--- src/rtl/mem_port_arbiter.sv ---
// mem_port_arbiter
//   Shares one memory port between the instruction-fetch stage and the memory
//   stage. One transaction is in flight at a time and moves through
//   IDLE -> ISSUE -> WAIT -> RESP. Each transaction ends with a one-cycle
//   acknowledge to its owner. Data requests win arbitration by default. A
//   saturating streak counter stops a run of data grants from starving a
//   pending fetch indefinitely.
//
// Ports
//   clk, reset              single clock; synchronous active-high reset
//   i_req/i_addr            fetch request and address (held until i_ack)
//   i_ack/i_rdata           fetch acknowledge pulse and registered instruction
//   i_stall                 i_req & ~i_ack
//   d_req/d_we/d_addr/      load/store request (held until d_ack)
//     d_wdata
//   d_ack/d_rdata           data acknowledge pulse and registered load data
//   d_stall                 d_req & ~d_ack
//   mem_req/mem_we/         memory request towards the unified memory
//     mem_addr/mem_wdata
//   mem_ready               memory accepts when mem_req & mem_ready
//   mem_rvalid/mem_rdata    completion pulse and read data
module mem_port_arbiter #(
  parameter int MAX_D_STREAK = 4
) (
  input  logic        clk,
  input  logic        reset,
  input  logic        i_req,
  input  logic [31:0] i_addr,
  output logic        i_ack,
  output logic [31:0] i_rdata,
  output logic        i_stall,
  input  logic        d_req,
  input  logic        d_we,
  input  logic [31:0] d_addr,
  input  logic [31:0] d_wdata,
  output logic        d_ack,
  output logic [31:0] d_rdata,
  output logic        d_stall,
  output logic        mem_req,
  output logic        mem_we,
  output logic [31:0] mem_addr,
  output logic [31:0] mem_wdata,
  input  logic        mem_ready,
  input  logic        mem_rvalid,
  input  logic [31:0] mem_rdata
);

  typedef enum logic [1:0] {
    IDLE,
    ISSUE,
    WAIT,
    RESP
  } stateT;

  localparam logic [3:0] MaxStreak = 4'(MAX_D_STREAK);

  stateT       state;
  stateT       stateNext;
  logic        owner;      // 0 = fetch, 1 = data
  logic        ownerWe;    // granted transaction is a store
  logic [3:0]  dStreak;
  logic        grant;
  logic        grantData;

  always_comb begin
    stateNext = state;
    grant     = 1'b0;
    grantData = 1'b0;
    mem_req   = 1'b0;
    mem_we    = 1'b0;
    i_ack     = 1'b0;
    d_ack     = 1'b0;
    case (state)
      IDLE: begin
        if (i_req || d_req) begin
          grant     = 1'b1;
          grantData = d_req && !(i_req && (dStreak == MaxStreak));
          stateNext = ISSUE;
        end
      end
      ISSUE: begin
        mem_req = 1'b1;
        mem_we  = ownerWe;
        if (mem_ready) begin
          stateNext = WAIT;
        end
      end
      WAIT: begin
        if (mem_rvalid) begin
          stateNext = RESP;
        end
      end
      RESP: begin
        // Requests are not arbitrated here: the acked requester may be
        // dropping its request in this very cycle.
        i_ack     = !owner;
        d_ack     = owner;
        stateNext = IDLE;
      end
      default: stateNext = IDLE;
    endcase
    i_stall = i_req && !i_ack;
    d_stall = d_req && !d_ack;
  end

  always_ff @(posedge clk) begin
    if (reset) begin
      state     <= IDLE;
      owner     <= 1'b0;
      ownerWe   <= 1'b0;
      dStreak   <= '0;
      mem_addr  <= '0;
      mem_wdata <= '0;
      i_rdata   <= '0;
      d_rdata   <= '0;
    end else begin
      state <= stateNext;
      // Address/data are latched at grant; requesters hold them stable until
      // ack, so this matches driving them straight from the owner's inputs.
      if (grant) begin
        owner     <= grantData;
        ownerWe   <= grantData && d_we;
        mem_addr  <= grantData ? d_addr : i_addr;
        mem_wdata <= grantData ? d_wdata : '0;
        if (grantData && i_req) begin
          if (dStreak < MaxStreak) begin
            dStreak <= dStreak + 4'd1;
          end
        end else begin
          dStreak <= '0;
        end
      end
      if ((state == WAIT) && mem_rvalid) begin
        if (!owner) begin
          i_rdata <= mem_rdata;
        end else if (!ownerWe) begin
          d_rdata <= mem_rdata;
        end
      end
    end
  end

endmodule

--- config.mk ---
export PLATFORM = sky130hd
export DESIGN_NAME = mem_port_arbiter
export DESIGN_NICKNAME = d
export VERILOG_FILES = /design/src/rtl/mem_port_arbiter.sv
export SDC_FILE = /design/constraint.sdc
export NUM_CORES = 1
export LEC_CHECK = 0
export ABC_AREA = 0
export BUFFER_PORTS_ARGS = -buffer_cell sky130_fd_sc_hd__buf_2
export CORE_MARGIN = 2
export CORE_UTILIZATION = 35
export CTS_CLUSTER_DIAMETER = 150
export DETAILED_ROUTE_END_ITERATION = 6
export PLACE_DENSITY_LB_ADDON = 0.12
export SYNTH_ARGS = -nofsm -noshare
export SYNTH_HDL_FRONTEND = slang
export SYNTH_SLANG_ARGS = --single-unit
--- constraint.sdc ---
create_clock -name clk -period 3.9 [get_ports clk]
set_input_delay 0.78 -clock clk [delete_from_list [all_inputs] [get_ports clk]]
set_output_delay 0.78 -clock clk [all_outputs]
set_load 0.005 [all_outputs]
==> results of run 1 <==
==> worst max-delay path: stages, from the launching register on <==
cell and delay [ns]:
sky130_fd_sc_hd__dfxtp_1 0.33, sky130_fd_sc_hd__inv_1 0.13, sky130_fd_sc_hd__ha_1 0.38, sky130_fd_sc_hd__o21a_2 0.72, sky130_fd_sc_hd__buf_12 0.29, sky130_fd_sc_hd__nor2_1 0.09, sky130_fd_sc_hd__a311oi_2 0.23
==> layer usage <==
layer  GRT usage (%)  up-vias  part of all wire (%)
li1                -     2721                     -
met1           23.63     2602                    43
met2           32.78      187                    49
met3           6.036       30                   6.4
met4           7.790        2                   2.0
met5               0        -                 0.074
==> kinds of logic after synthesis <==
| logic type | Yosys count |
|---|---|
| muxes | 1 |
| buffers and inverters | 65 |
| and+or+nand+nor | 254 |
| DFF | 136 |
| AOI/OAI and AO/OA | 172 |
| adders and majority gates | 7 |
==> synthesized netlist by cell type (all sizes together) <==
library cell,n
a311oi,32
nand3,34
buf,36
mux2i,1
o2bb2ai,1
or2,1
dfxtp,136
nand3b,2
a32oi,33
nand2,129
a31oi,2
a211oi,1
a221o,1
and4b,2
nor2,68
nand4b,2
nand2b,3
nor3b,1
and2,4
or3,1
nor4b,1
o22ai,1
a2111oi,1
a21oi,64
o21ai,33
inv,5
ha,7
a22oi,1
o21a,1
a32o,1
clkbuf,24
and3b,2
nor2b,4
==> final cells by class <==
| type | instances | area [sq um] | area share (%) |
|---|---|---|---|
| clock buffer | 21 | 450.4 | 5.839 |
| tap | 216 | 270.3 | 3.504 |
| multi-input combinational | 434 | 2649 | 34.34 |
| sequential | 136 | 2723 | 35.30 |
| clock inverter | 11 | 171.4 | 2.222 |
| inverter | 5 | 18.77 | 0.2433 |
| timing repair buffer | 278 | 1431 | 18.56 |
==> flip-flops by register name (all words and copies together), names as in the netlist <==
register	cells
d_rdata	32
i_rdata	32
mem_addr	32
mem_wdata	32
dStreak	4
state	2
owner	1
ownerWe	1
==> metrics by stage <==
stage               std cells  hold slack [ns]  total power, mW
floorplan                 635           0.4527            2.947
global placement         1069           0.4397            3.379
detailed placement       1069           0.4438            3.456
CTS                      1101           0.4510            5.163
global route             1101           0.4668            5.411
finish                   1101           0.4496            5.109
==> power by group <==
| part | switching [mW] | leakage (nW) | internal, mW | total (mW) |
|---|---|---|---|---|
| Combinational | 0.973 | 1.93 | 0.665 | 1.64 |
| Clock | 0.608 | 0.298 | 1.09 | 1.70 |
| Sequential | 0.131 | 1.11 | 1.64 | 1.77 |
| Total | 1.71 | 3.34 | 3.40 | 5.11 |
==> placed cells by master (no fill, tap or decap), types with 2 or more instances in the layout <==
master / instances
sky130_fd_sc_hd__nor2b_1: 4
sky130_fd_sc_hd__nand3_1: 28
sky130_fd_sc_hd__inv_1: 5
sky130_fd_sc_hd__bufinv_16: 4
sky130_fd_sc_hd__nor2_1: 68
sky130_fd_sc_hd__clkbuf_16: 17
sky130_fd_sc_hd__clkinv_4: 2
sky130_fd_sc_hd__nand4b_1: 2
sky130_fd_sc_hd__nand2_1: 128
sky130_fd_sc_hd__o21ai_2: 30
sky130_fd_sc_hd__clkbuf_1: 3
sky130_fd_sc_hd__nand3_2: 6
sky130_fd_sc_hd__ha_1: 7
sky130_fd_sc_hd__a311oi_1: 2
sky130_fd_sc_hd__clkinvlp_4: 2
sky130_fd_sc_hd__buf_4: 10
sky130_fd_sc_hd__buf_2: 267
sky130_fd_sc_hd__o21ai_1: 3
sky130_fd_sc_hd__and3b_1: 2
sky130_fd_sc_hd__dfxtp_1: 136
sky130_fd_sc_hd__clkinv_2: 2
sky130_fd_sc_hd__nand3b_1: 2
sky130_fd_sc_hd__a311oi_2: 30
sky130_fd_sc_hd__a32oi_1: 33
sky130_fd_sc_hd__a31oi_1: 2
sky130_fd_sc_hd__and2_1: 3
sky130_fd_sc_hd__a21oi_1: 64
sky130_fd_sc_hd__nand2b_1: 3
==> worst max path at each step <==
stage	start	to	slack, ns	cells after the start
4_1_cts	state[1]	mem_addr[16]	1.62	6
2_1_floorplan	d_req	d_stall	2.21	1
6_report	state[0]	mem_addr[17]	1.64	6
5_1_grt	state[1]	mem_addr[28]	1.45	6
3_5_place_dp	d_req	mem_addr[16]	1.56	5
3_3_place_gp	d_req	mem_addr[15]	1.64	5
==> impl.org, run 1 <==
** Floorplan
- The core region is 15,940 sq um.
- Die footprint :: around 17,000 sq um
- Horizontal die dimension :: about 130 um
- The initial utilization of the core area, before any placement, comes to between 30% and 40%.
- The floorplan step set the die height to 132.0 um.
- Row count :: 46
- I/O pin total :: between 200 and 300

** Synth
- Number of register bits inferred by synthesis :: about 140
- Post-synthesis instance total :: 635
- Synthesized cell area :: roughly 5700 sq um
- By area the synthesized netlist is led by sky130_fd_sc_hd__dfxtp_1 47%, sky130_fd_sc_hd__nand2_1 8.4%, sky130_fd_sc_hd__a311oi_2 7.8%.
- Main combinational cell family by area after synthesis :: compound AO/OA/AOI/OAI gates
- Measured against the total synthesized area, the mux share comes to 0.1744%.
- Portion of the post-synthesis area used by sequential elements :: approximately 47%
- Synth warnings :: 0
- Post-synthesis share of cell area spent on full adders, half adders and majority gates :: roughly 1.5%
- Synth Area in XOR/XNOR :: 0%
- Synth top area share :: 47.45%
- Number of nets produced by synthesis :: approximately 780
- Average cell area after synthesis :: 9.036 sq um
- Of the total synthesized cell area, the portion taken by AND, OR, NAND and NOR gates is about a fifth.
- Area leader, netlist :: sky130_fd_sc_hd__dfxtp_1
- The netlist uses 43 different library cells.
- Post-synthesis compound-gate area fraction :: 24.99%

** Power and ir drop
- Total power density per cell area :: ~660 nW/um^2
- Max rail drop VDD :: 0.0003181 V
- Leakage dissipation :: ~3.3 nW

** Timing
- Max frequency :: ~440 MHz
- The routed design could run at a clock period as short as about 2.3 ns.
- The worst path uses between 50% and 60% of the clock period.
- Actual slew at the worst max-slew pin :: roughly 0.98 ns
- Fin. max-slew vios :: 0
- Unrepaired setup endpoints after global routing :: false
- The number of endpoints with negative hold slack in the final report was 0.
- Final setup skew :: between 0.007 and 0.008 ns
- Headroom to the max-slew limit came out at 34.29%.
- Setup slack on the critical path of the routed design comes to around 1.6 ns.
- Final setup TNS :: 0 ns
- Setup violations, final :: 0

** Outcome
- The run finished with clean final reports.

** CTS
- The number of setup buffers added after CTS is 0.
- Clock-pin slew was measured on the worst setup and hold paths at ~0.060 ns.
- Clock tree synthesis selected as its root buffer the cell sky130_fd_sc_hd__clkbuf_16.
- The clock tree synthesis step divided the H-tree into 4 levels.
- CTS saw between 100 and 150 sinks.
- In this run the deepest clock path goes through 2 buffers.
- Clock Latency Late Sink :: approximately 0.41 ns
- TritonCTS built the clock tree.
- Quantity of gates resized following cts :: 0
- The number of hold buffers added after CTS was 0.
- Number of buffers added by the clock tree synthesis step :: 17

** Placed design
- Gpl congestion :: around 0.8
- Number of buffers inserted by port buffering :: approximately 270
- The placed instances occupy a cell area of around 7000 sq um.
- Detailed placement finished with a half-perimeter wire length of approximately 12 mm.
- Pre-CTS setup slack :: between 1.5 and 2 ns

** Layout
- After routing the design area is between 7000 and 8000 sq um.
- The repair_antennas step left the layout with diodes totalling 0.
- Signed area change from the synthesized netlist to the final layout :: 34.43%
- The layout has around 1,600 filler cells.
- Net total in the final layout :: between 1,000 and 1,500
- Cells with a size suffix above 1 make up between 40% and 50% of the layout.
- Cells fill between 40% and 50% of the core in the end.

** Drt
- Total number of vias :: between 5,000 and 6,000
- After detailed routing, the number of vias per cell comes to between 5 and 6.
- Dividing the detail-routed wire length by the instance count gives ~16 um.
- Detailed-route DRC error count :: 0
- The detailed router finished its first iteration with between 200 and 300 violations.
- For this block, the routed nets add up to about 18 mm of wire.
- Post-DRT Antenna Nets :: 0
- The first detailed-routing pass ran for 5 iterations.

** GRT
- The total overflow left after global routing is 0.
- The first global-routing pass estimated roughly 28 mm of wire.
- Entering global routing, the biggest net connects 67 pins.
- The initial antenna violation count is 1.
- Via count of the first global-routing pass :: roughly 5,400
- Overall global routing resource usage :: 19.64%

** Worst setup path
- Data on the critical path is required at its endpoint by ~4.2 ns.
- Critical path startpoint category :: register
- Startpoint of the lowest-slack register-to-register path :: state[0]
- At the worst endpoint, the arrival time is 2.59 ns.
- Endpoint kind of the worst setup timing path :: register
- The worst register-to-register path has a depth of 6.
- Crit Path Category :: register to register
- In this run the critical register-to-register path is captured at mem_addr[17].
- Maximum fanout along the worst path :: 34
- Reg2Reg Setup Slack :: 1.64 ns

** Run
- Across the run, the number of max-cap violations was 0.

** Min path
- Worst Hold Path EP :: i_rdata[21]
- The worst hold path passes through 2 cells.
- Start point of the worst hold path :: i_rdata[21]
- Hold WC Path Type :: register to register
No activity file was read; power rests on OpenSTA's default activity.
==> inputs of run 2 (changes only) <==
ABC_AREA = 1   (was 0)
clock period = 2.12 ns   (was 3.9 ns; I/O delays follow)
==> run 2 against run 1 <==
Effect of this change:
- die area is 3.3% lower
- count of clock-buffer cells in the layout is 2 lower
- non-clock buffer count is 7 higher
- core utilization is 0.62 points higher
- sequential share of layout area is 0.20 points higher
- hold slack worse by 0.20 ns
==> impl.org, run 2 <==
** Worst setup path
- Among the stages of the critical path, the cell type that occurs most often is sky130_fd_sc_hd__nand2_1.
- Worst path required time :: 2.43 ns (-1.79 ns)
- The arrival time reported for the critical path endpoint is 2.08 ns (-0.51 ns).
- Startpoint of the lowest-slack register-to-register path :: state[0]
- The maximum single-stage delay on the critical path was 0.33 ns (-0.39 ns).
- Among all stages on the critical path, the largest delay is contributed by sky130_fd_sc_hd__dfxtp_1.
- Critical path startpoint category :: register
- Tracing the worst setup path back leads to its startpoint at state[0].
- Crit Path Category :: register to register
- The critical path goes through inv_1, ha_1, nand2_1, inv_2, nand2_1, buf_4, nand2_1, nand3_1, nand2_1, inv_1.
- The highest net fanout along the worst path came to 18 (-47%).
- Endpoint kind of the worst setup timing path :: register

** Synth
- The number of distinct library cell variants in the gate-level netlist after synthesis was 19 (-56%).
- Most frequent cell after synthesis :: sky130_fd_sc_hd__nor2_1
- The number of flops mapped to enable cells by yosys came to 0 (unchanged).
- Share of flip-flops with an asynchronous set or reset :: 0% (unchanged)
- The flip-flop and latch count after synthesis came to 136 (unchanged).
- Area leader, netlist :: sky130_fd_sc_hd__dfxtp_1
- The synthesized netlist net count is 923 (+19%).
- Top cells by area, synth :: sky130_fd_sc_hd__dfxtp_1 49%, sky130_fd_sc_hd__nor2_1 14%, sky130_fd_sc_hd__nand3_1 9.5%
- The synthesized area per cell is 7.097 sq um (-21%).
- Most used DFF post-synth :: sky130_fd_sc_hd__dfxtp_1
- The netlist area before placement came to 5543 sq um (-3.4%).
- By count the netlist is led by 202 x sky130_fd_sc_hd__nor2_1, 136 x sky130_fd_sc_hd__dfxtp_1, 114 x sky130_fd_sc_hd__nand2_1, 105 x sky130_fd_sc_hd__nand3_1, 65 x sky130_fd_sc_hd__o21ai_0.
- Synth warnings :: 0 (unchanged)
- The number of cells produced by synthesis is 781 (+23%).
- The fraction of synthesized cell area taken by the top area cell type is 49.12% (+1.7 points).
- Portion of the post-synthesis area used by sequential elements :: 49.12% (+1.7 points)

** Drt
- Average routed wire per standard cell :: 13.59 um (-15%)
- The DRC violation count after routing was 0 (unchanged).
- The total vias in the final route is 5,711 (+3.0%).
- Post-DR vias/cell :: 4.536 (-9.9%)
- The first-pass iteration count of the detailed router came to 4 (-1).
- The final routed wirelength across all metal layers came to 17.11 mm (-2.3%).
- Detailed router's first-iteration violation count :: 230 (-16%)
- Post-DRT Antenna Nets :: 0 (unchanged)

** CTS
- Clock transition at the registers of the reported paths :: 0.06 ns (about the same)
- The TritonCTS buffer count came to 17 (unchanged).
- TritonCTS built the clock tree.
- Cell at the root of the clock tree :: sky130_fd_sc_hd__clkbuf_16
- Max Buffers Root-to-Sink :: 2 (unchanged)
- The clock latency on the worst-skew pair was 0.41 ns (about the same).
- Quantity of gates resized following cts :: 0 (unchanged)
- H-tree Lvls :: 4 (unchanged)
- Number of hold buffers added after CTS :: 0 (unchanged)
- The number of setup buffers added after CTS was 0 (unchanged).
- The total number of clock tree sinks was 136 (unchanged).

** Layout
- Net total in the final layout :: 1,172 (+16%)
- Leaving out fill and tap cells, the most frequent cell in the layout is sky130_fd_sc_hd__buf_2.
- Diodes inserted :: 0 (unchanged)
- Commonest non-fill, non-tap cells in the layout :: 268 x sky130_fd_sc_hd__buf_2, 201 x sky130_fd_sc_hd__nor2_1, 136 x sky130_fd_sc_hd__dfxtp_1, 114 x sky130_fd_sc_hd__nand2_1, 105 x sky130_fd_sc_hd__nand3_1
- Final Instance Area :: 7671 sq um (-0.55%)
- The fraction of final layout cells with drive strength greater than 1 is 30.87% (-12 points).
- The final core utilization came to 49.00% (+0.62 points).
- From synthesis to final layout, the design area changed by 38.40%.

** Timing
- Headroom to the max-slew limit :: 51.97% (+18 points)
- Fin Hold WS :: 0.2470 ns (-0.2025 ns)
- Setup violations, final :: 0 (unchanged)
- Final setup skew :: 0.007760 ns (+0.0006460 ns)
- The count of pins over their slew limit is 0 (unchanged).
- The transition time at the pin with the least slew margin came to 0.7204 ns (-0.2617 ns).
- The final period demand of the worst path was 1.767 ns (-0.4956 ns).
- The final setup TNS is 0 ns (unchanged).
- Final Cycle Share :: 83.35% (+25 points)
- The fmax was 566.0 MHz (+28%).
- The number of endpoints with negative hold slack in the final report was 0 (unchanged).
- Setup repair after global routing left no endpoint under its margin.

** GRT
- Fraction of met2 tracks used by global routing :: 31.38% (-1.4 points)
- GRT met3 Usage :: 6.355% (+0.32 points)
- Overall global routing resource usage :: 19.92% (+0.28 points)
- Grt total ovfl :: 0 (unchanged)
- met2 is the most crowded layer.
- The pin count of the biggest net entering global routing is 70 (+4.5%).
- Global-route wire length before repair :: 26.43 mm (-4.4%)
- Met1 GRT Util :: 25.59% (+2.0 points)
- Via count of the first global-routing pass :: 5,241 (-2.6%)
- Antenna violations before repair :: 1 (unchanged)

** Min path
- Start point of the worst hold path :: mem_rdata[11]
- The tightest min-delay check is of the input port to register type.

** Floorplan
- Starting density of the core :: 35.41% (-0.59 points)
- The die span in x was 129.8 um (-1.7%).
- Die H :: 129.8 um (-1.7%)
- Row count :: 46 (unchanged)
- Die footprint :: 16,860 sq um (-3.3%)
- I/O pin total :: 269 (unchanged)
- Area of the placeable core :: 15,660 sq um (-1.8%)

** Placed design
- The count of buffers from port buffering is 268 (unchanged).
- The weighted congestion at the end of routability-driven global placement came to 0.7973 (+2.1%).
- The placed instance area was 7073 sq um (-0.26%).
- Total half-perimeter wirelength after legalization and detailed placement :: 11.89 mm (-1.0%)

** Outcome
- Status :: finished clean

** Power and ir drop
- Leakage dissipation :: 4.126 nW (+24%)
- The worst ir drop on vdd is 0.0007746 V (+140%).
- Total power density per cell area :: 1194 nW/um^2 (+80%)

** Run
- Max Cap Viol :: 0 (unchanged)
-- run 2: cell count changes in the layout (fill, tap and decap cells not counted), sizes merged, moves of 7 or more --
cell    delta
buf        +7
a21oi     -29
a32oi     -33
nand2     -15
a311oi    -32
o21ai     +33
inv       +50
nand3     +71
nor2     +134
-- run 2: through the flow --
stage	instances	total power [mW]	setup WS, ns
final	1259	9.161	0.3531
after CTS	1259	9.292	0.3338
after global routing	1259	9.823	0.1472
after floorplan	781	5.123	0.6588
after global placement	1227	6.264	0.3761
after detailed placement	1227	6.276	0.3493
-- run 2: report_power, final --
part | switching, mW | internal, mW | total (mW)
Clock | 1.15 | 1.81 | 2.96
Combinational | 1.69 | 1.15 | 2.84
Sequential | 0.265 | 3.10 | 3.36
-- run 2: worst paths after layout --
| path | end | slack (ns) | cells after the start |
|---|---|---|---|
| worst max-delay path | mem_addr[20] | 0.35 | 10 |
| worst min register to register | mem_wdata[7] | 0.46 | 2 |
| worst max register to register | mem_addr[20] | 0.35 | 10 |
| worst min-delay path | d_rdata[11] | 0.25 | 3 |
-- run 2: area by class of cell --
class                           count  area [sq um]
Fill cell                        1688          7984
Sequential cell                   136          2723
Multi-Input combinational cell    537          2375
Timing Repair Buffer              285          1506
Clock buffer                       19         452.9
Tap cell                          216         270.3
Inverter                           53         198.9
Clock inverter                     13         145.1
-- run 2: critical path: cells and delay by family, from the launching register on --
kind          cells  cell delay, ns
buf+inv           4            0.67
fa+ha+maj         1            0.25
simple gates      5            0.41
flops             1            0.33
-- run 2: cells by family (layout without fill, tap and decap cells) --
kind of cell	after synthesis	count (layout)	share of synthesized area, %
adder cells (fa/ha/maj)	7	7	1.580
AO/OA/AOI/OAI	101	101	9.323
AND/OR/NAND/NOR	429	429	31.78
flip-flops	136	136	49.12
buffers and inverters	108	370	8.194
-- run 2: metal layers --
metal	routed length (um)	vias to the layer above
li1	-	2980
met2	7593	193
met4	314	0
met3	1346	21
met5	0	-
met1	7859	2517
